$ cat src/rtl/sram_ctrl_if.sv
// Initiator-side bus of the SRAM controller: request/address/data in,
// read data, completion pulse and busy flag out.
interface sram_ctrl_if;
    logic        req;
    logic        we;
    logic [19:0] addr;
    logic [15:0] wdata;
    logic [15:0] rdata;
    logic        ack;
    logic        busy;

    modport master (output req, we, addr, wdata, input rdata, ack, busy);
    modport slave  (input req, we, addr, wdata, output rdata, ack, busy);
endinterface

$ cat src/rtl/sram_ctrl.sv
// Asynchronous SRAM controller: IDLE -> SETUP -> ACCESS (WAIT_CYCLES) -> DONE,
// with every strobe and the data-bus enable driven straight from flops.
module sram_ctrl #(
    parameter int WAIT_CYCLES = 2
) (
    input  logic        Clk,
    input  logic        Reset,
    sram_ctrl_if.slave  bus,
    output logic [19:0] ADDR,
    output logic        CE_N,
    output logic        OE_N,
    output logic        WE_N,
    output logic        UB_N,
    output logic        LB_N,
    output logic [15:0] Data_to_SRAM,
    output logic        data_oe,
    input  logic [15:0] Data_from_SRAM
);

    typedef enum logic [1:0] {
        IDLE   = 2'd0,
        SETUP  = 2'd1,
        ACCESS = 2'd2,
        DONE   = 2'd3
    } state_t;

    localparam logic [3:0] CNT_LOAD = 4'(WAIT_CYCLES - 1);

    state_t      state_r, state_s;
    logic [3:0]  cnt_r, cnt_s;
    logic        we_r, we_s;
    logic        latch_s, capture_s;
    logic        ack_r, busy_r;
    logic [15:0] rdata_r;
    logic        ce_n_s, oe_n_s, we_n_s, data_oe_s;

    // Next-state, wait counter and request-latch decisions.
    always_comb begin
        state_s   = state_r;
        cnt_s     = cnt_r;
        latch_s   = 1'b0;
        capture_s = 1'b0;
        case (state_r)
            IDLE, DONE: begin
                if (bus.req) begin
                    latch_s = 1'b1;
                    state_s = SETUP;
                end else begin
                    state_s = IDLE;
                end
            end
            SETUP: begin
                state_s = ACCESS;
                cnt_s   = CNT_LOAD;
            end
            ACCESS: begin
                if (cnt_r == 4'd0) begin
                    state_s   = DONE;
                    capture_s = ~we_r;
                end else begin
                    cnt_s = cnt_r - 4'd1;
                end
            end
            default: state_s = IDLE;
        endcase
    end

    // Strobe values for the state being entered; the transfer type is the
    // freshly latched one when a new request is accepted this edge.
    always_comb begin
        if (latch_s) begin
            we_s = bus.we;
        end else begin
            we_s = we_r;
        end
        ce_n_s    = 1'b1;
        oe_n_s    = 1'b1;
        we_n_s    = 1'b1;
        data_oe_s = 1'b0;
        case (state_s)
            SETUP: begin
                ce_n_s    = 1'b0;
                oe_n_s    = we_s;
                data_oe_s = we_s;
            end
            ACCESS: begin
                ce_n_s    = 1'b0;
                oe_n_s    = we_s;
                we_n_s    = ~we_s;
                data_oe_s = we_s;
            end
            DONE: begin
                data_oe_s = we_s;
            end
            default: begin
                ce_n_s = 1'b1;
            end
        endcase
    end

    // State, latched request, read capture and registered outputs.
    always_ff @(posedge Clk) begin
        if (Reset) begin
            state_r      <= IDLE;
            cnt_r        <= 4'd0;
            we_r         <= 1'b0;
            ADDR         <= 20'd0;
            Data_to_SRAM <= 16'd0;
            rdata_r      <= 16'd0;
            CE_N         <= 1'b1;
            OE_N         <= 1'b1;
            WE_N         <= 1'b1;
            UB_N         <= 1'b1;
            LB_N         <= 1'b1;
            data_oe      <= 1'b0;
            ack_r        <= 1'b0;
            busy_r       <= 1'b0;
        end else begin
            state_r <= state_s;
            cnt_r   <= cnt_s;
            if (latch_s) begin
                ADDR         <= bus.addr;
                Data_to_SRAM <= bus.wdata;
                we_r         <= bus.we;
            end
            if (capture_s) begin
                rdata_r <= Data_from_SRAM;
            end
            CE_N    <= ce_n_s;
            UB_N    <= ce_n_s;
            LB_N    <= ce_n_s;
            OE_N    <= oe_n_s;
            WE_N    <= we_n_s;
            data_oe <= data_oe_s;
            ack_r   <= (state_s == DONE);
            busy_r  <= (state_s != IDLE);
        end
    end

    assign bus.rdata = rdata_r;
    assign bus.ack   = ack_r;
    assign bus.busy  = busy_r;

endmodule

$ cat src/flat_wrapper.sv
// flat-port wrapper written by rule: the top's interface ports become plain ports
module sram_ctrl_flat 
#(
    parameter int WAIT_CYCLES = 2
)
  (Clk, Reset, ADDR, CE_N, OE_N, WE_N, UB_N, LB_N, Data_to_SRAM, data_oe, Data_from_SRAM, bus_req, bus_we, bus_addr, bus_wdata, bus_rdata, bus_ack, bus_busy);
  sram_ctrl_if bus_i ();
  input  logic Clk;
  input  logic Reset;
  output logic [19:0] ADDR;
  output logic CE_N;
  output logic OE_N;
  output logic WE_N;
  output logic UB_N;
  output logic LB_N;
  output logic [15:0] Data_to_SRAM;
  output logic data_oe;
  input  logic [15:0] Data_from_SRAM;
  input wire logic [$bits(bus_i.req)-1:0] bus_req;
  input wire logic [$bits(bus_i.we)-1:0] bus_we;
  input wire logic [$bits(bus_i.addr)-1:0] bus_addr;
  input wire logic [$bits(bus_i.wdata)-1:0] bus_wdata;
  output wire logic [$bits(bus_i.rdata)-1:0] bus_rdata;
  output wire logic [$bits(bus_i.ack)-1:0] bus_ack;
  output wire logic [$bits(bus_i.busy)-1:0] bus_busy;
  assign bus_i.req = bus_req;
  assign bus_i.we = bus_we;
  assign bus_i.addr = bus_addr;
  assign bus_i.wdata = bus_wdata;
  assign bus_rdata = bus_i.rdata;
  assign bus_ack = bus_i.ack;
  assign bus_busy = bus_i.busy;
  sram_ctrl #(.WAIT_CYCLES(WAIT_CYCLES)) u_core (.Clk(Clk), .Reset(Reset), .bus(bus_i), .ADDR(ADDR), .CE_N(CE_N), .OE_N(OE_N), .WE_N(WE_N), .UB_N(UB_N), .LB_N(LB_N), .Data_to_SRAM(Data_to_SRAM), .data_oe(data_oe), .Data_from_SRAM(Data_from_SRAM));
endmodule
$ cat config.mk
export PLATFORM = sky130hd
export DESIGN_NAME = sram_ctrl_flat
export DESIGN_NICKNAME = d
export VERILOG_FILES = /design/src/rtl/sram_ctrl_if.sv /design/src/rtl/sram_ctrl.sv /design/src/flat_wrapper.sv
export SDC_FILE = /design/constraint.sdc
export NUM_CORES = 1
export LEC_CHECK = 0
export ABC_AREA = 1
export BUFFER_PORTS_ARGS = -buffer_cell sky130_fd_sc_hd__buf_4
export CAP_MARGIN = 20
export CORE_UTILIZATION = 41
export DETAILED_ROUTE_END_ITERATION = 10
export PLACE_DENSITY = 0.75
export SETUP_SLACK_MARGIN = 0.4
export SLEW_MARGIN = 10
export SYNTH_ARGS = -nofsm -noshare
export SYNTH_HDL_FRONTEND = slang
export SYNTH_SLANG_ARGS = --single-unit
$ cat constraint.sdc
create_clock -name Clk -period 1.6 [get_ports Clk]
set_input_delay 0.08 -clock Clk [delete_from_list [all_inputs] [get_ports Clk]]
set_output_delay 0.08 -clock Clk [all_outputs]
set_load 0.02 [all_outputs]
==> run metrics <==
Die Height=approximately 80 um; Clk pwr share=24.1%; dpl cell area=roughly 0.0034 mm^2; # rows=27; Hold Path Depth=2; Pwr Density=between 1000 and 1500 mW/mm^2; Fill cells=326; Die Wd=78.6 um; Synth async-reset ratio=0%; hold buffer count at CTS=44; total CTS buffers=9; max cap viols=0; top cell type's share of synthesized area=54.1%; Hold Vio Cnt, Final=3; first-pass GRT wire length=~13000 um; Post-synth EDFFs=0; final net count=approximately 550; post-route cell area=0.00457 mm^2; number of global-route vias before repair=2763; Layout Cells excl Fill=565; area of the die=0.00618 mm^2; Rel. slew slack=between 60% and 70%; synthesized area per cell=7.89 um^2; Final setup viols=0; CP Class=flip-flop to flip-flop; skew final=0.00757 ns; Worst R2R Start=u_core.state_r[0]; Slew Viols, Final=0; GRT overflow=0; Flop pwr share=37.9%; Synth area leaders=dfxtp_1, nor2_1, o21ai_0; detailed-route wire length=slightly below 9000 um; Final min period=about 1.4 ns; Worst-path clk slew=0.07 ns; Gate power share=~38%; Yosys top cell by area=dfxtp_1; Int Power=about 3400 uW; Critical Path Start Type=flip-flop; Top-Level Pins=116; per-cell routed wire length=15.7 um; fmax=718 MHz; 1st-pass router iterations=4; Sink Count=65; CTS root buf=clkbuf_8; post-synth cell types=20; setup TNS=0 ns; static leakage=0.00209 uW; ys flop type=dfxtp_1; internal reg-to-reg setup slack=0.21 ns; Critical Path RT=about 1.8 ns; post-synthesis sequential area ratio=54.1%; worst hold path type=input port to flip-flop; Mapped Cells=305; Post-synth top cells=nor2_1, dfxtp_1, o21ai_0, nand2_1, o21ai_1; vias per inst=4.95; Register Area=0.00131 mm^2; worst-skew pair later-pin latency=0.35 ns; layout cells sized above 1=47.2%; Port Buf Inserts=115; Net Switching=between 1500 and 2000 uW; pin count of the biggest net entering global routing=42; CP startpoint=u_core.state_r[0]; area delta synth->final=90.0%; area of the multi-input gates=0.00127 mm^2; syn_nets=369; Peak supply drop=around 0.00083 V; Worst Path Arrival=1.61 ns; Hold WS=-0.00457 ns; H-tree levels=3; RSZ-0062 raised after global routing=yes; GP Congestion=0.775; initial DRC count=166; Worst-Margin Slew=0.504 ns; GRT Overall Usage=27.9%; Core ar.=0.00557 mm^2; CP endpoint kind=flip-flop; Hold Crit Start=Reset; DRC viols=0; Mapped Area=0.00241 mm^2; number of antenna violations at the first check in global routing=1; DP HPWL=4100 um; CP max FO=5; synth warn=0; maximum root-to-sink buffer count=2; Yosys reg bits=65; Worst R2R End=u_core.OE_N; violated checks=hold timing; worst reg-to-reg path cell count=7; Vias=between 2k and 3k; CTS tree=built; sw frac=about a third; Final period util=just under 90%; Hold Path End=u_core.cnt_r[3]; cell with the most instances after synthesis=nor2_1; Cells after DPL=480; DRT antenna net count=0; Initial Util=43.2%; status=complete, but fails checks
## logic make-up after synthesis
| family | count (synthesis) | synth area share [%] |
|---|---|---|
| buffers and inverters | 34 | 6.45 |
| and+or+nand+nor | 140 | 23.2 |
| DFF | 65 | 54.1 |
| adders and majority gates | 8 | 4.16 |
| AOI/OAI and AO/OA | 58 | 12.1 |
## final cells by class
type / instances / share of cell area, %
tap: 72 / 1.97
inverter: 17 / 1.86
multi-input combinational: 207 / 27.9
clock buffer: 13 / 3.48
timing repair inverter: 1 / 0.356
antenna: 1 / 0.0547
sequential: 65 / 28.6
clock inverter: 3 / 0.328
timing repair buffer: 186 / 35.5
## sequential cells by signal, summed over array words and instances (netlist names), 2 cells and up
register / cells
u_core.state_r: 2
u_core.ADDR: 20
u_core.cnt_r: 4
u_core.bus.rdata: 16
u_core.Data_to_SRAM: 16
## worst max-delay path by stage
| stage | endpoint | slack (ns) |
|---|---|---|
| CTS | u_core.OE_N | 0.23 |
| floorplan | u_core.OE_N | 0.20 |
| global route | u_core.data_oe | 0.15 |
| detailed placement | u_core.OE_N | 0.12 |
| global placement | u_core.OE_N | 0.14 |
| finish | u_core.OE_N | 0.21 |
## routing by layer
metal | share of wire [%] | global-route usage [%] | wire [um] | up-vias
li1 | - | - | - | 1330
met1 | 37 | 28.3 | 3320 | 1317
met2 | 54 | 51.9 | 4800 | 124
met3 | 5.7 | 5.12 | 511 | 25
met4 | 2.9 | 17.4 | 254 | 0
met5 | 0 | 0 | 0 | -
## layout by cell type, fill, tap and decap left out, types with 3 or more instances in the layout
cell / instances
buf_4: 129
nor2_1: 91
dfxtp_1: 60
dlygate4sd3_1: 44
o21ai_0: 28
nor2_2: 16
o21ai_2: 14
clkbuf_8: 11
inv_1: 9
o21ai_1: 9
nand2_1: 9
nor2_4: 6
nand2_2: 6
buf_6: 6
ha_4: 5
dfxtp_2: 5
nand2_4: 4
clkinv_2: 4
nand3_1: 4
clkbuf_16: 4
inv_2: 3
inv_4: 3
o21ai_4: 3
## worst max-delay path, cell delays in order, from the launching register on
cell and delay [ns]:
dfxtp_2 0.34, inv_2 0.05, ha_4 0.32, nand2_8 0.09, nand2_4 0.08, inv_4 0.05
ha_4 0.26, nand3_2 0.07
## through the flow
stage	power, uW	hold WS, ns	worst slack (ns)	util (%)
2_1_floorplan	2840	0.216	0.201	-
4_1_cts	4990	-0.0180	0.234	78.2
5_1_grt	5500	-0.00949	0.147	82.0
3_3_place_gp	3360	0.316	0.142	60.6
6_report	5260	-0.00457	0.206	82.0
3_5_place_dp	3390	0.323	0.117	60.6
## power groups by stage
stage | clock [uW] | sequential [uW] | combinational, uW
after global routing | 1350 | 2010 | 2140
after CTS | 1260 | 1970 | 1760
final | 1270 | 1990 | 2000
after global placement | 0 | 1990 | 1370
after floorplan | 0 | 2230 | 607
after detailed placement | 0 | 2000 | 1390
## repair_timing
item | CTS | global route
pin swaps | 22 | 22
gates resized for setup | 47 | 51
gates cloned | 5 | 2
hold endpoints to repair | 52 | 2
buffers inserted | 15 | 2
setup endpoints to repair | 63 | 63
No activity file was read; power rests on OpenSTA's default activity.
